### src/rtl/restador_serie.sv
// restador_serie: bit-serial N-bit subtractor, D = A - B - Bi, LSB first, one bit per clock.
// A 1-bit full-subtractor cell with a registered borrow walks the captured operands.
// The SUB path of the ALU, trading area for N cycles of latency.
//
// Ports:
//   clk    in   1  system clock, rising edge
//   rst_n  in   1  asynchronous reset, active-low
//   start  in   1  request; accepted only when no operation is running
//   A      in   N  minuend, captured on accepted start
//   B      in   N  subtrahend, captured on accepted start
//   Bi     in   1  borrow-in, captured on accepted start
//   D      out  N  difference; valid while done=1, held until next accepted start
//   Bo     out  1  borrow-out (unsigned A < B + Bi); same validity as D
//   V      out  1  signed overflow (only when RESTADOR_OVF_EN is defined)
//   busy   out  1  high while the operation is in progress
//   done   out  1  one-cycle pulse: D/Bo are final
//
// Configuration macro: RESTADOR_OVF_EN adds the signed-overflow output V.
module restador_serie #(
    parameter int unsigned N = 8
) (
    input  logic         clk,
    input  logic         rst_n,
    input  logic         start,
    input  logic [N-1:0] A,
    input  logic [N-1:0] B,
    input  logic         Bi,
    output logic [N-1:0] D,
    output logic         Bo,
`ifdef RESTADOR_OVF_EN
    output logic         V,
`endif
    output logic         busy,
    output logic         done
);

    localparam int unsigned CW = $clog2(N + 1);

    typedef enum logic [1:0] {
        IDLE  = 2'd0,
        SHIFT = 2'd1,
        DONE  = 2'd2
    } state_t;

    state_t         state;
    logic [N-1:0]   a_sr;
    logic [N-1:0]   b_sr;
    logic           br;
    logic [CW-1:0]  cnt;
    logic           d_bit_c;
    logic           br_next_c;
    logic           last_c;

`ifdef RESTADOR_OVF_EN
    logic           a_msb;
    logic           b_msb;
`endif

    // Full-subtractor cell on the current LSBs and the registered borrow
    assign d_bit_c   = a_sr[0] ^ b_sr[0] ^ br;
    assign br_next_c = (~a_sr[0] & b_sr[0]) | (~(a_sr[0] ^ b_sr[0]) & br);
    assign last_c    = (cnt == CW'(N - 1));

    // Control FSM and datapath; DONE also accepts start so held start runs back to back
    always_ff @(posedge clk or negedge rst_n) begin
        if (!rst_n) begin
            state <= IDLE;
            a_sr  <= '0;
            b_sr  <= '0;
            br    <= 1'b0;
            cnt   <= '0;
            D     <= '0;
            Bo    <= 1'b0;
            busy  <= 1'b0;
            done  <= 1'b0;
`ifdef RESTADOR_OVF_EN
            V     <= 1'b0;
            a_msb <= 1'b0;
            b_msb <= 1'b0;
`endif
        end else begin
            case (state)
                IDLE, DONE: begin
                    done <= 1'b0;
                    if (start) begin
                        a_sr  <= A;
                        b_sr  <= B;
                        br    <= Bi;
                        cnt   <= '0;
                        D     <= '0;
                        busy  <= 1'b1;
                        state <= SHIFT;
`ifdef RESTADOR_OVF_EN
                        V     <= 1'b0;
                        a_msb <= A[N-1];
                        b_msb <= B[N-1];
`endif
                    end else begin
                        state <= IDLE;
                    end
                end
                SHIFT: begin
                    D    <= {d_bit_c, D[N-1:1]};
                    a_sr <= a_sr >> 1;
                    b_sr <= b_sr >> 1;
                    br   <= br_next_c;
                    cnt  <= cnt + CW'(1);
                    if (last_c) begin
                        state <= DONE;
                        busy  <= 1'b0;
                        done  <= 1'b1;
                        Bo    <= br_next_c;
`ifdef RESTADOR_OVF_EN
                        // Final bit is the result MSB: overflow when signs differ and D flips sign of A
                        V     <= (a_msb ^ b_msb) & (d_bit_c ^ a_msb);
`endif
                    end
                end
                default: begin
                    state <= IDLE;
                    busy  <= 1'b0;
                    done  <= 1'b0;
                end
            endcase
        end
    end

endmodule
### config.mk
export PLATFORM = sky130hd
export DESIGN_NAME = restador_serie
export DESIGN_NICKNAME = d
export VERILOG_FILES = /design/src/rtl/restador_serie.sv
export SDC_FILE = /design/constraint.sdc
export NUM_CORES = 1
export LEC_CHECK = 0
export CAP_MARGIN = 20
export CORE_AREA = 5 5 64 66
export CTS_CLUSTER_DIAMETER = 80
export CTS_CLUSTER_SIZE = 25
export DETAILED_ROUTE_END_ITERATION = 16
export DIE_AREA = 0 0 69 71
export PLACE_DENSITY = 0.79
export SYNTH_ARGS = -nofsm -noshare
export SYNTH_HDL_FRONTEND = slang
export SYNTH_SLANG_ARGS = --single-unit
### constraint.sdc
create_clock -name clk -period 1.32 [get_ports clk]
set_clock_uncertainty 0.2 [all_clocks]
set_input_delay 0.264 -clock clk [delete_from_list [all_inputs] [get_ports clk]]
set_output_delay 0.264 -clock clk [all_outputs]
set_load 0.02 [all_outputs]
==> results of run 1 <==
through the flow:
stage,TNS [ps],power (mW),cells
final,-4361,5.784,229
after global routing,-5873,6.110,229
after CTS,-3670,5.528,221
after detailed placement,-11050,4.363,198
after global placement,-10780,4.240,198
after floorplan,-1032,3.294,105
registers in the layout (all words and copies together) (netlist names):
name and cells:
br 1, busy 1, b_sr 8, cnt 4
done 1, D 8, state 1, Bo 1
a_sr 8
final timing paths:
kind | cells past startpoint | slack, ps | startpoint | to
worst max-delay path | 4 | -220 | state[0]$_DFFE_PN0P_ | b_sr[1]$_DFFE_PN0P_
worst min-delay path | 2 | 80 | rst_n | cnt[3]$_DFFE_PN0P_
worst max register to register | 4 | -220 | state[0]$_DFFE_PN0P_ | b_sr[1]$_DFFE_PN0P_
worst min register to register | 1 | 290 | b_sr[4]$_DFFE_PN0P_ | b_sr[4]$_DFFE_PN0P_
max in group asynchronous | 2 | 660 | rst_n | D[0]$_DFFE_PN0P_
min in group clk | 1 | 290 | b_sr[4]$_DFFE_PN0P_ | b_sr[4]$_DFFE_PN0P_
critical path, stage by stage (launching register included):
cell and delay [ps]:
sky130_fd_sc_hd__dfrtp_1 410, sky130_fd_sc_hd__nor2b_4 160, sky130_fd_sc_hd__bufbuf_16 270, sky130_fd_sc_hd__a22o_1 230, sky130_fd_sc_hd__a21o_1 160
Yosys cell counts, drive strengths merged:
master	n
dfrtp	33
fa	1
nand4	1
inv	2
a22o	25
and2b	1
nor2	5
nand3b	2
o21ai	2
ha	1
xnor2	1
o31ai	1
a221o	2
nor3	1
mux2i	2
nor2b	2
buf	7
a21o	14
nand2b	2
where the power goes:
group | switching (mW) | internal [mW]
Sequential | 0.285 | 1.46
Clock | 0.330 | 0.212
Combinational | 1.35 | 2.15
cell families after synthesis:
kind of cell,after synthesis
compound gates,44
flops,33
simple gates,14
buf+inv,9
mux,2
fa+ha+maj,2
xor+xnor,1
repair_timing:
action,CTS,global route
setup endpoints to repair,40,44
hold buffers,0,0
setup buffers,12,7
cloned,3,1
hold endpoints to repair,0,0
gates resized for setup,73,10
pin swaps,5,7
metal layers:
layer / wire length (µm) / global-route usage, % / up-vias
li1: - / - / 547
met2: 1895 / 26.59 / 31
met4: 34 / 4.555 / 0
met5: 0 / 0 / -
met3: 163 / 4.119 / 5
met1: 1521 / 17.34 / 600
layout make-up:
cell class              count  area share [%]
flip-flops and latches     33           35.07
inverters                   2          0.3183
repair buffers             75           35.44
well taps                  48           2.546
multi-input cells          63           24.56
clock buffers               8           2.069
==> results.md, run 1 <==
* Worst setup timing slack at the placement stage at -452.3 ps
* Num ports at 31
* Slew Limit Headroom at 82.12%
* Sequential share of the synthesized area at 57.74%
* Final max-slew violation count at 0
* Area of the mapped netlist at 1430 µm²
* Final hold slack at 78.96 ps
* Share of the clock period used by the worst path at 116.4%
* # fillers at 280
* Number of optimization iterations in the first detailed-route pass at 4
* Final net count at 202
* Worst endpoint data arrival time at 1560 ps
* Maximum capacitance violations at 0
* Root Buffer: sky130_fd_sc_hd__clkbuf_4
* Largest family of logic cells by synthesized area: compound AO/OA/AOI/OAI gates
* Die Area at 4899 µm²
* Maximum fanout count along the critical path at 9
* Adder-cell area share of the yosys netlist at 2.275%
* IO Port Bufs at 30
* Post-place instance area at 1973 µm²
* Synth Area in XOR/XNOR at 0.6124%
* Failing checks: negative setup slack
* Area contributors post-synth: sky130_fd_sc_hd__dfrtp_1 58%, sky130_fd_sc_hd__a22o_1 15%, sky130_fd_sc_hd__a21o_1 7.3%
* Synth warn at 0
* Post-Route WL at 3614 µm
* Finished Cell Area at 2359 µm²
* Final RePlAce weighted congestion at 0.7537
* Critical path start-end classification: reg -> reg
* Starting DRC count in detailed routing at 80
* Cell leakage power at 1.179 nW
* Clk sink count at 33
* Least-Margin Pin Slew at 267.4 ps
* Unrepaired setup endpoints after global routing: yes
* Yosys cell types at 24
* Finished Core Util at 66.94%
* Sequential cell area at 827.0 µm²
* Final Setup Violations at 42
* Result of the run: finished, violations left
* Area share of the largest cell type after synthesis at 57.74%
* Post-route DRC at 0
* Compound-cell area share of the yosys netlist at 25.28%
* Starting density of the core at 40.59%
* Startpoint kind of the worst setup timing path: flip-flop
* Share of final-layout standard cells stronger than drive strength 1 at 43.09%
* H-tree depth reported by CTS at 2
* Buffer levels on the longest clock path at 2
* Via count at 1183
* Vias in the first global route at 1171
* WL/cell at 15.78 µm
* Drt via density at 5.166
* Number of routed nets with antenna violations at 0
* Detailed placer's ending HPWL at 2148 µm
* Clock tree from TritonCTS: yes
* Area share of and/or/nand/nor cells after synthesis at 8.049%
* Floorplan core area at 3523 µm²
* Final period demand of the worst path at 1537 ps
* Synth Instances at 105
* Synth-to-layout area growth at 64.92%
* Fin. Hold Viols at 0
* Die W at 69 µm
* Wire length of the first global-routing pass at 5740 µm
* Mapped Nets at 127
* Total clock buffers created by CTS at 5
* Setup WS post-layout at -216.5 ps
* Maximum vdd drop at 1.140 mV
* Count of state elements after synthesis at 33
* Maximum number of pins on one net before global-route repair at 34
* Average cell area after synthesis at 13.62 µm²
* GRT overflow at 0
* Placement Rows at 22
* Worst hold-check path type: in -> async
* Footprint of the multi-input gates at 579.3 µm²
* Total routing resource utilization after global routing at 14.88%
* # diodes at 0
* Initial antenna violation count at 0
* Most used cells in the layout excluding fill and tap cells: 32 x sky130_fd_sc_hd__dfrtp_1, 32 x sky130_fd_sc_hd__buf_4, 25 x sky130_fd_sc_hd__a22o_1, 19 x sky130_fd_sc_hd__clkdlybuf4s50_1, 14 x sky130_fd_sc_hd__a21o_1
* Cell Pwr Density at 2452 nW/µm²
* Multiplexer fraction of the synthesized cell area at 1.400%
* Die Y-Extent at 71 µm
* Worst endpoint required time at 1350 ps
* Clock transition time at the flip-flop clock pins of the worst setup and hold paths at 100 ps
* Latest clock arrival within the worst-skew pair at 330 ps
* Crit. End Element: flip-flop
* Post-synth top area cell: sky130_fd_sc_hd__dfrtp_1
* Max Clock Freq at 650.8 MHz
No activity file was read; power rests on OpenSTA's default activity.
==> run 2: changes to the inputs <==
Settings changed: RECOVER_POWER set to 50.
==> results.md, run 2 (synthesized netlist as in run 1, its figures left out) <==
* Worst endpoint required time at 1350 ps (about the same)
* Total clock buffers created by CTS at 5 (unchanged)
* Final Setup Violations at 42 (unchanged)
* Slew Limit Headroom at 51.51% (was 82.12%)
* Least-Margin Pin Slew at 727.3 ps (was 267.4 ps)
* Biggest regs: D (8), a_sr (8), b_sr (8) (unchanged)
* Post-route DRC at 0 (unchanged)
* Maximum vdd drop at 1.129 mV (was 1.140 mV)
* Fin. Hold Viols at 0 (unchanged)
* Clk sink count at 33 (unchanged)
* Startpoint kind of the worst setup timing path: flip-flop (unchanged)
* Number of routed nets with antenna violations at 0 (unchanged)
* Biggest cell delay along the critical path at 410 ps (about the same)
* Worst endpoint data arrival time at 1560 ps (about the same)
* Clock tree from TritonCTS: yes (unchanged)
* Crit. End Element: flip-flop (unchanged)
* Num ports at 31 (unchanged)
* Share of final-layout standard cells stronger than drive strength 1 at 43.09% (unchanged)
* Result of the run: finished, violations left (unchanged)
* Wire length of the first global-routing pass at 5740 µm (unchanged)
* Final net count at 202 (unchanged)
* Setup WS post-layout at -216.5 ps (about the same)
* Maximum fanout count along the critical path at 9 (unchanged)
* Initial antenna violation count at 0 (unchanged)
* IO Port Bufs at 30 (unchanged)
* R2r endpoint: b_sr[1]$_DFFE_PN0P_ (unchanged)
* Cells traversed along the worst timing path: nor2b_4, bufbuf_16, a22o_1, a21o_1 (unchanged)
* Total routing resource utilization after global routing at 14.88% (unchanged)
* Buffer levels on the longest clock path at 2 (unchanged)
* Clock transition time at the flip-flop clock pins of the worst setup and hold paths at 90 ps (was 100 ps)
* Unrepaired setup endpoints after global routing: yes (unchanged)
* H-tree depth reported by CTS at 2 (unchanged)
* Final RePlAce weighted congestion at 0.7537 (unchanged)
* Worst hold-check path type: in -> async (unchanged)
* GRT overflow at 0 (unchanged)
* Cell leakage power at 1.173 nW (was 1.179 nW)
* Register-to-register path setup slack at -220 ps (about the same)
* Final max-slew violation count at 0 (unchanged)
* Critical path start-end classification: reg -> reg (unchanged)
* Max Clock Freq at 650.8 MHz (about the same)
* Latest clock arrival within the worst-skew pair at 330 ps (about the same)
* Depth of the worst register-to-register path at 4 (unchanged)
* Maximum number of pins on one net before global-route repair at 34 (unchanged)
* Final period demand of the worst path at 1537 ps (about the same)
* Starting density of the core at 40.59% (unchanged)
* Source of the worst register-to-register timing path: state[0]$_DFFE_PN0P_ (unchanged)
* Placement Rows at 22 (unchanged)
* Floorplan core area at 3523 µm² (unchanged)
* Final Instance Count excl. Fillers at 229 (unchanged)
* WL/cell at 15.79 µm (was 15.78 µm)
* Most used cells in the layout excluding fill and tap cells: 32 x sky130_fd_sc_hd__dfrtp_1, 32 x sky130_fd_sc_hd__buf_4, 25 x sky130_fd_sc_hd__a22o_1, 19 x sky130_fd_sc_hd__clkdlybuf4s50_1, 14 x sky130_fd_sc_hd__a21o_1 (unchanged)
* Detailed placer's ending HPWL at 2148 µm (unchanged)
* Synth-to-layout area growth at 63.87% (was 64.92%)
* Count of placed standard cells including taps at 198 (unchanged)
* Finished Core Util at 66.51% (was 66.94%)
* Die Area at 4899 µm² (unchanged)
* Starting DRC count in detailed routing at 73 (was 80)
* Number of optimization iterations in the first detailed-route pass at 4 (unchanged)
* Die Y-Extent at 71 µm (unchanged)
* Failing checks: negative setup slack (unchanged)
* # diodes at 0 (unchanged)
* Vias in the first global route at 1171 (unchanged)
* Die W at 69 µm (unchanged)
* Root Buffer: sky130_fd_sc_hd__clkbuf_4 (unchanged)
* Crit-path slowest cell: sky130_fd_sc_hd__dfrtp_1 (unchanged)
* Drt via density at 5.140 (was 5.166)
* Maximum capacitance violations at 0 (unchanged)
* Share of the clock period used by the worst path at 116.4% (about the same)
* Post-Route WL at 3616 µm (was 3614 µm)
* Via count at 1177 (was 1183)
* Cell Pwr Density at 2465 nW/µm² (was 2452 nW/µm²)
## run 2: changes by cell type in the layout (fill, tap and decap cells not counted)
cell                     change
sky130_fd_sc_hd__buf_12      -1
sky130_fd_sc_hd__buf_2       +1
## run 2: area by class of cell
class	instances	area (µm²)
Clock buffer	8	48.80
Fill cell	282	1180
Inverter	2	7.507
Multi-Input combinational cell	63	579.3
Sequential cell	33	827.0
Tap cell	48	60.06
Timing Repair Buffer	75	820.8
## run 2: critical path: cells and delay by family, from the launching register on
family | cells | cell delay (ps)
AO/OA/AOI/OAI | 2 | 390
buffers and inverters | 1 | 270
flip-flops | 1 | 410
AND/OR/NAND/NOR | 1 | 160
## run 2: how the worst max path moves through the flow
| stage | startpoint | cells after the start | endpoint | slack, ps |
|---|---|---|---|---|
| CTS | state[0]$_DFFE_PN0P_ | 4 | b_sr[0]$_DFFE_PN0P_ | -180 |
| finish | state[0]$_DFFE_PN0P_ | 4 | b_sr[1]$_DFFE_PN0P_ | -220 |
| detailed placement | start | 5 | b_sr[0]$_DFFE_PN0P_ | -450 |
| global placement | start | 5 | b_sr[0]$_DFFE_PN0P_ | -400 |
| global route | state[0]$_DFFE_PN0P_ | 4 | b_sr[0]$_DFFE_PN0P_ | -240 |
| floorplan | done$_DFFE_PN0P_ | 5 | b_sr[0]$_DFFE_PN0P_ | -160 |
## run 2: metrics by stage
stage                     instance area, µm²  setup WS, ps  power [mW]  setup TNS (ps)  hold slack, ps
after floorplan                         1454        -156.0       3.294           -1032          -231.6
after global placement                  1973        -399.3       4.240          -10780           255.7
after detailed placement                1973        -452.3       4.363          -11050           271.0
after CTS                               2241        -180.9       5.528           -3670           86.06
after global routing                    2344        -244.9       6.103           -5873           306.5
final                                   2344        -216.5       5.776           -4386           240.2
## run 2: routing by layer
layer	vias to the layer above	share of wire, %	global-route usage, %
met5	-	0	0
met4	0	0.75	4.555
met3	3	4.4	4.119
met2	27	53	26.59
met1	599	42	17.34
li1	548	-	-
## run 2: report_power, final
part           internal [mW]  total (mW)  leakage [nW]  switching, mW
clock                  0.212       0.537        0.0265          0.325
combinational           2.15        3.50         0.734           1.35
sequential              1.46        1.74         0.413          0.284
total                   3.81        5.78          1.17           1.96
## run 2: repair_timing
action,in CTS,in global routing
setup buffers,12,7
hold buffers,0,0
pin swaps,5,7
gates cloned,3,1
gates resized for setup,73,10
setup endpoints to repair,40,44
==> run 3: changes to the inputs <==
==> constraint.sdc (replaced) <==
create_clock -name clk -period 1.32 [get_ports clk]
set_clock_uncertainty 0.2 [all_clocks]
set_input_delay 0.198 -clock clk [delete_from_list [all_inputs] [get_ports clk]]
set_output_delay 0.198 -clock clk [all_outputs]
set_load 0.02 [all_outputs]
==> results.md, run 3 (synthesized netlist as in run 1, its figures left out) <==
* Number of optimization iterations in the first detailed-route pass at 4 (unchanged)
* Unrepaired setup endpoints after global routing: yes (unchanged)
* Clk sink count at 33 (unchanged)
* End point of the critical path: a_sr[7]$_DFFE_PN0P_ (was b_sr[1]$_DFFE_PN0P_)
* Sequential cell area at 827.0 µm² (unchanged)
* Final RePlAce weighted congestion at 0.7534 (was 0.7537)
* Drt via density at 5.119 (was 5.140)
* Floorplan core area at 3523 µm² (unchanged)
* Latest clock arrival within the worst-skew pair at 330 ps (about the same)
* Failing checks: negative setup slack (unchanged)
* Share of the clock period used by the worst path at 114.9% (was 116.4%)
* Cells traversed along the worst timing path: and2b_4, nor2_4, buf_12, a22o_1 (was nor2b_4, bufbuf_16, a22o_1, a21o_1)
* Detailed placer's ending HPWL at 2137 µm (was 2148 µm)
* Worst setup path start: state[0]$_DFFE_PN0P_ (unchanged)
* Critical path buffers and inverters at 1 (unchanged)
* Die W at 69 µm (unchanged)
* Least-Margin Pin Slew at 808.7 ps (was 727.3 ps)
* Clock tree from TritonCTS: yes (unchanged)
* # diodes at 0 (unchanged)
* Via count at 1116 (was 1177)
* Maximum capacitance violations at 0 (unchanged)
* Worst setup timing slack at the placement stage at -354.9 ps (was -452.3 ps)
* # fillers at 310 (was 282)
* Depth of the worst register-to-register path at 4 (unchanged)
* Vias in the first global route at 1220 (was 1171)
* Starting density of the core at 40.59% (unchanged)
* Largest delay share family, worst path: simple AND/OR/NAND/NOR gates (was flip-flops)
* Number of routed nets with antenna violations at 0 (unchanged)
* R2r endpoint: a_sr[7]$_DFFE_PN0P_ (was b_sr[1]$_DFFE_PN0P_)
* Number of stages on the worst setup path at 4 (unchanged)
* Synth-to-layout area growth at 48.82% (was 63.87%)
* Most used cells in the layout excluding fill and tap cells: 32 x sky130_fd_sc_hd__dfrtp_1, 25 x sky130_fd_sc_hd__a22o_1, 24 x sky130_fd_sc_hd__buf_4, 19 x sky130_fd_sc_hd__clkdlybuf4s50_1, 14 x sky130_fd_sc_hd__a21o_1 (was 32 x sky130_fd_sc_hd__dfrtp_1, 32 x sky130_fd_sc_hd__buf_4, 25 x sky130_fd_sc_hd__a22o_1, 19 x sky130_fd_sc_hd__clkdlybuf4s50_1, 14 x sky130_fd_sc_hd__a21o_1)
* Crit. End Element: flip-flop (unchanged)
* GRT overflow at 0 (unchanged)
* Post-Route WL at 3337 µm (was 3616 µm)
* Maximum number of pins on one net before global-route repair at 34 (unchanged)
* Cell leakage power at 1.084 nW (was 1.173 nW)
* Clock transition time at the flip-flop clock pins of the worst setup and hold paths at 100 ps (was 90 ps)
* Buffer levels on the longest clock path at 2 (unchanged)
* Startpoint kind of the worst setup timing path: flip-flop (unchanged)
* Cts hold-fix bufs at 0 (unchanged)
* Crit-path slowest cell: sky130_fd_sc_hd__dfrtp_1 (unchanged)
* Worst hold-check path type: in -> async (unchanged)
* Worst endpoint data arrival time at 1530 ps (was 1560 ps)
* Starting DRC count in detailed routing at 73 (unchanged)
* WL/cell at 15.31 µm (was 15.79 µm)
* Wire length of the first global-routing pass at 5457 µm (was 5740 µm)
* Biggest cell delay along the critical path at 420 ps (was 410 ps)
* Slew Limit Headroom at 46.08% (was 51.51%)
* Maximum vdd drop at 1.157 mV (was 1.129 mV)
* Die Area at 4899 µm² (unchanged)
* Final period demand of the worst path at 1517 ps (was 1537 ps)
* Source of the worst register-to-register timing path: state[0]$_DFFE_PN0P_ (unchanged)
* Commonest non-fill, non-tap cell in the layout: sky130_fd_sc_hd__dfrtp_1
* Total clock buffers created by CTS at 5 (unchanged)
* Final Setup Violations at 30 (was 42)
* Total routing resource utilization after global routing at 13.65% (was 14.88%)
* Maximum fanout count along the critical path at 10 (was 9)
* Post-route DRC at 0 (unchanged)
* Setup WS post-layout at -197.1 ps (was -216.5 ps)
* Max Clock Freq at 659.2 MHz (was 650.8 MHz)
* Register-to-register path setup slack at -200 ps (was -220 ps)
* Final Instance Count excl. Fillers at 218 (was 229)
* Biggest regs: D (8), a_sr (8), b_sr (8) (unchanged)
* Initial antenna violation count at 0 (unchanged)
* Die Y-Extent at 71 µm (unchanged)
* IO Port Bufs at 30 (unchanged)
* Worst endpoint required time at 1330 ps (was 1350 ps)
* Count of placed standard cells including taps at 198 (unchanged)
* Root Buffer: sky130_fd_sc_hd__clkbuf_4 (unchanged)
* Final max-slew violation count at 0 (unchanged)
* Placement Rows at 22 (unchanged)
* Footprint of the multi-input gates at 554.3 µm² (was 579.3 µm²)
* Num ports at 31 (unchanged)
* Setup TNS Final at -4298 ps (was -4386 ps)
* Share of final-layout standard cells stronger than drive strength 1 at 37.06% (was 43.09%)
* H-tree depth reported by CTS at 2 (unchanged)
* Cell Pwr Density at 2454 nW/µm² (was 2465 nW/µm²)
* Critical path start-end classification: reg -> reg (unchanged)
* Fin. Hold Viols at 0 (unchanged)
* Result of the run: finished, violations left (unchanged)
* Final net count at 192 (was 202)
[run 3: worst reg2reg max path: cells and delay by family (launching register included)]
family                 cells  cell delay [ps]
AND/OR/NAND/NOR            2              440
flip-flops                 1              420
buffers and inverters      1              150
AO/OA/AOI/OAI              1              180
[run 3: worst min-delay path by stage]
stage / to / from / slack (ps) / cells past startpoint
detailed placement: b_sr[5]$_DFFE_PN0P_ / b_sr[5]$_DFFE_PN0P_ / 270 / 1
CTS: cnt[1]$_DFFE_PN0P_ / rst_n / 30 / 2
global route: b_sr[7]$_DFFE_PN0P_ / B[7] / 280 / 2
finish: cnt[1]$_DFFE_PN0P_ / rst_n / 220 / 2
floorplan: Bo$_DFFE_PN0P_ / rst_n / -300 / 0
global placement: b_sr[1]$_DFFE_PN0P_ / b_sr[1]$_DFFE_PN0P_ / 260 / 1
[run 3: final cells by class]
type,instances,share of cell area (%)
multi-input combinational,63,26.04
timing repair buffer,65,29.34
sequential,33,38.86
tap,48,2.822
inverter,2,0.3527
clock buffer,7,2.587
[run 3: per-layer routing]
metal	GRT usage (%)	wire length, µm	up-vias
li1	-	-	523
met5	0	0	-
met1	15.28	1413	555
met3	5.966	196	6
met2	24.26	1690	32
met4	2.603	36	0
[run 3: timing repair]
action | in CTS | in global routing
gates resized for setup | 52 | 8
setup endpoints to repair | 40 | 38
pin swaps | 6 | 6
cloned | 1 | 2
setup buffers | 4 | 6
[run 3: where the power goes]
group / leakage [nW] / total (mW) / switching, mW / internal (mW)
Clock: 0.0314 / 0.568 / 0.317 / 0.251
Combinational: 0.640 / 2.94 / 1.24 / 1.70
Sequential: 0.413 / 1.71 / 0.257 / 1.45
Total: 1.08 / 5.22 / 1.82 / 3.41
[run 3: metrics by stage]
stage	util, %	instance area (µm²)	total power, mW	hold WS (ps)
2_1_floorplan	-	1454	3.294	-297.6
3_3_place_gp	55.65	1961	4.196	260.1
3_5_place_dp	55.65	1961	4.323	273.7
4_1_cts	57.42	2023	4.978	30.98
5_1_grt	60.40	2128	5.579	275.6
6_report	60.40	2128	5.224	216.7
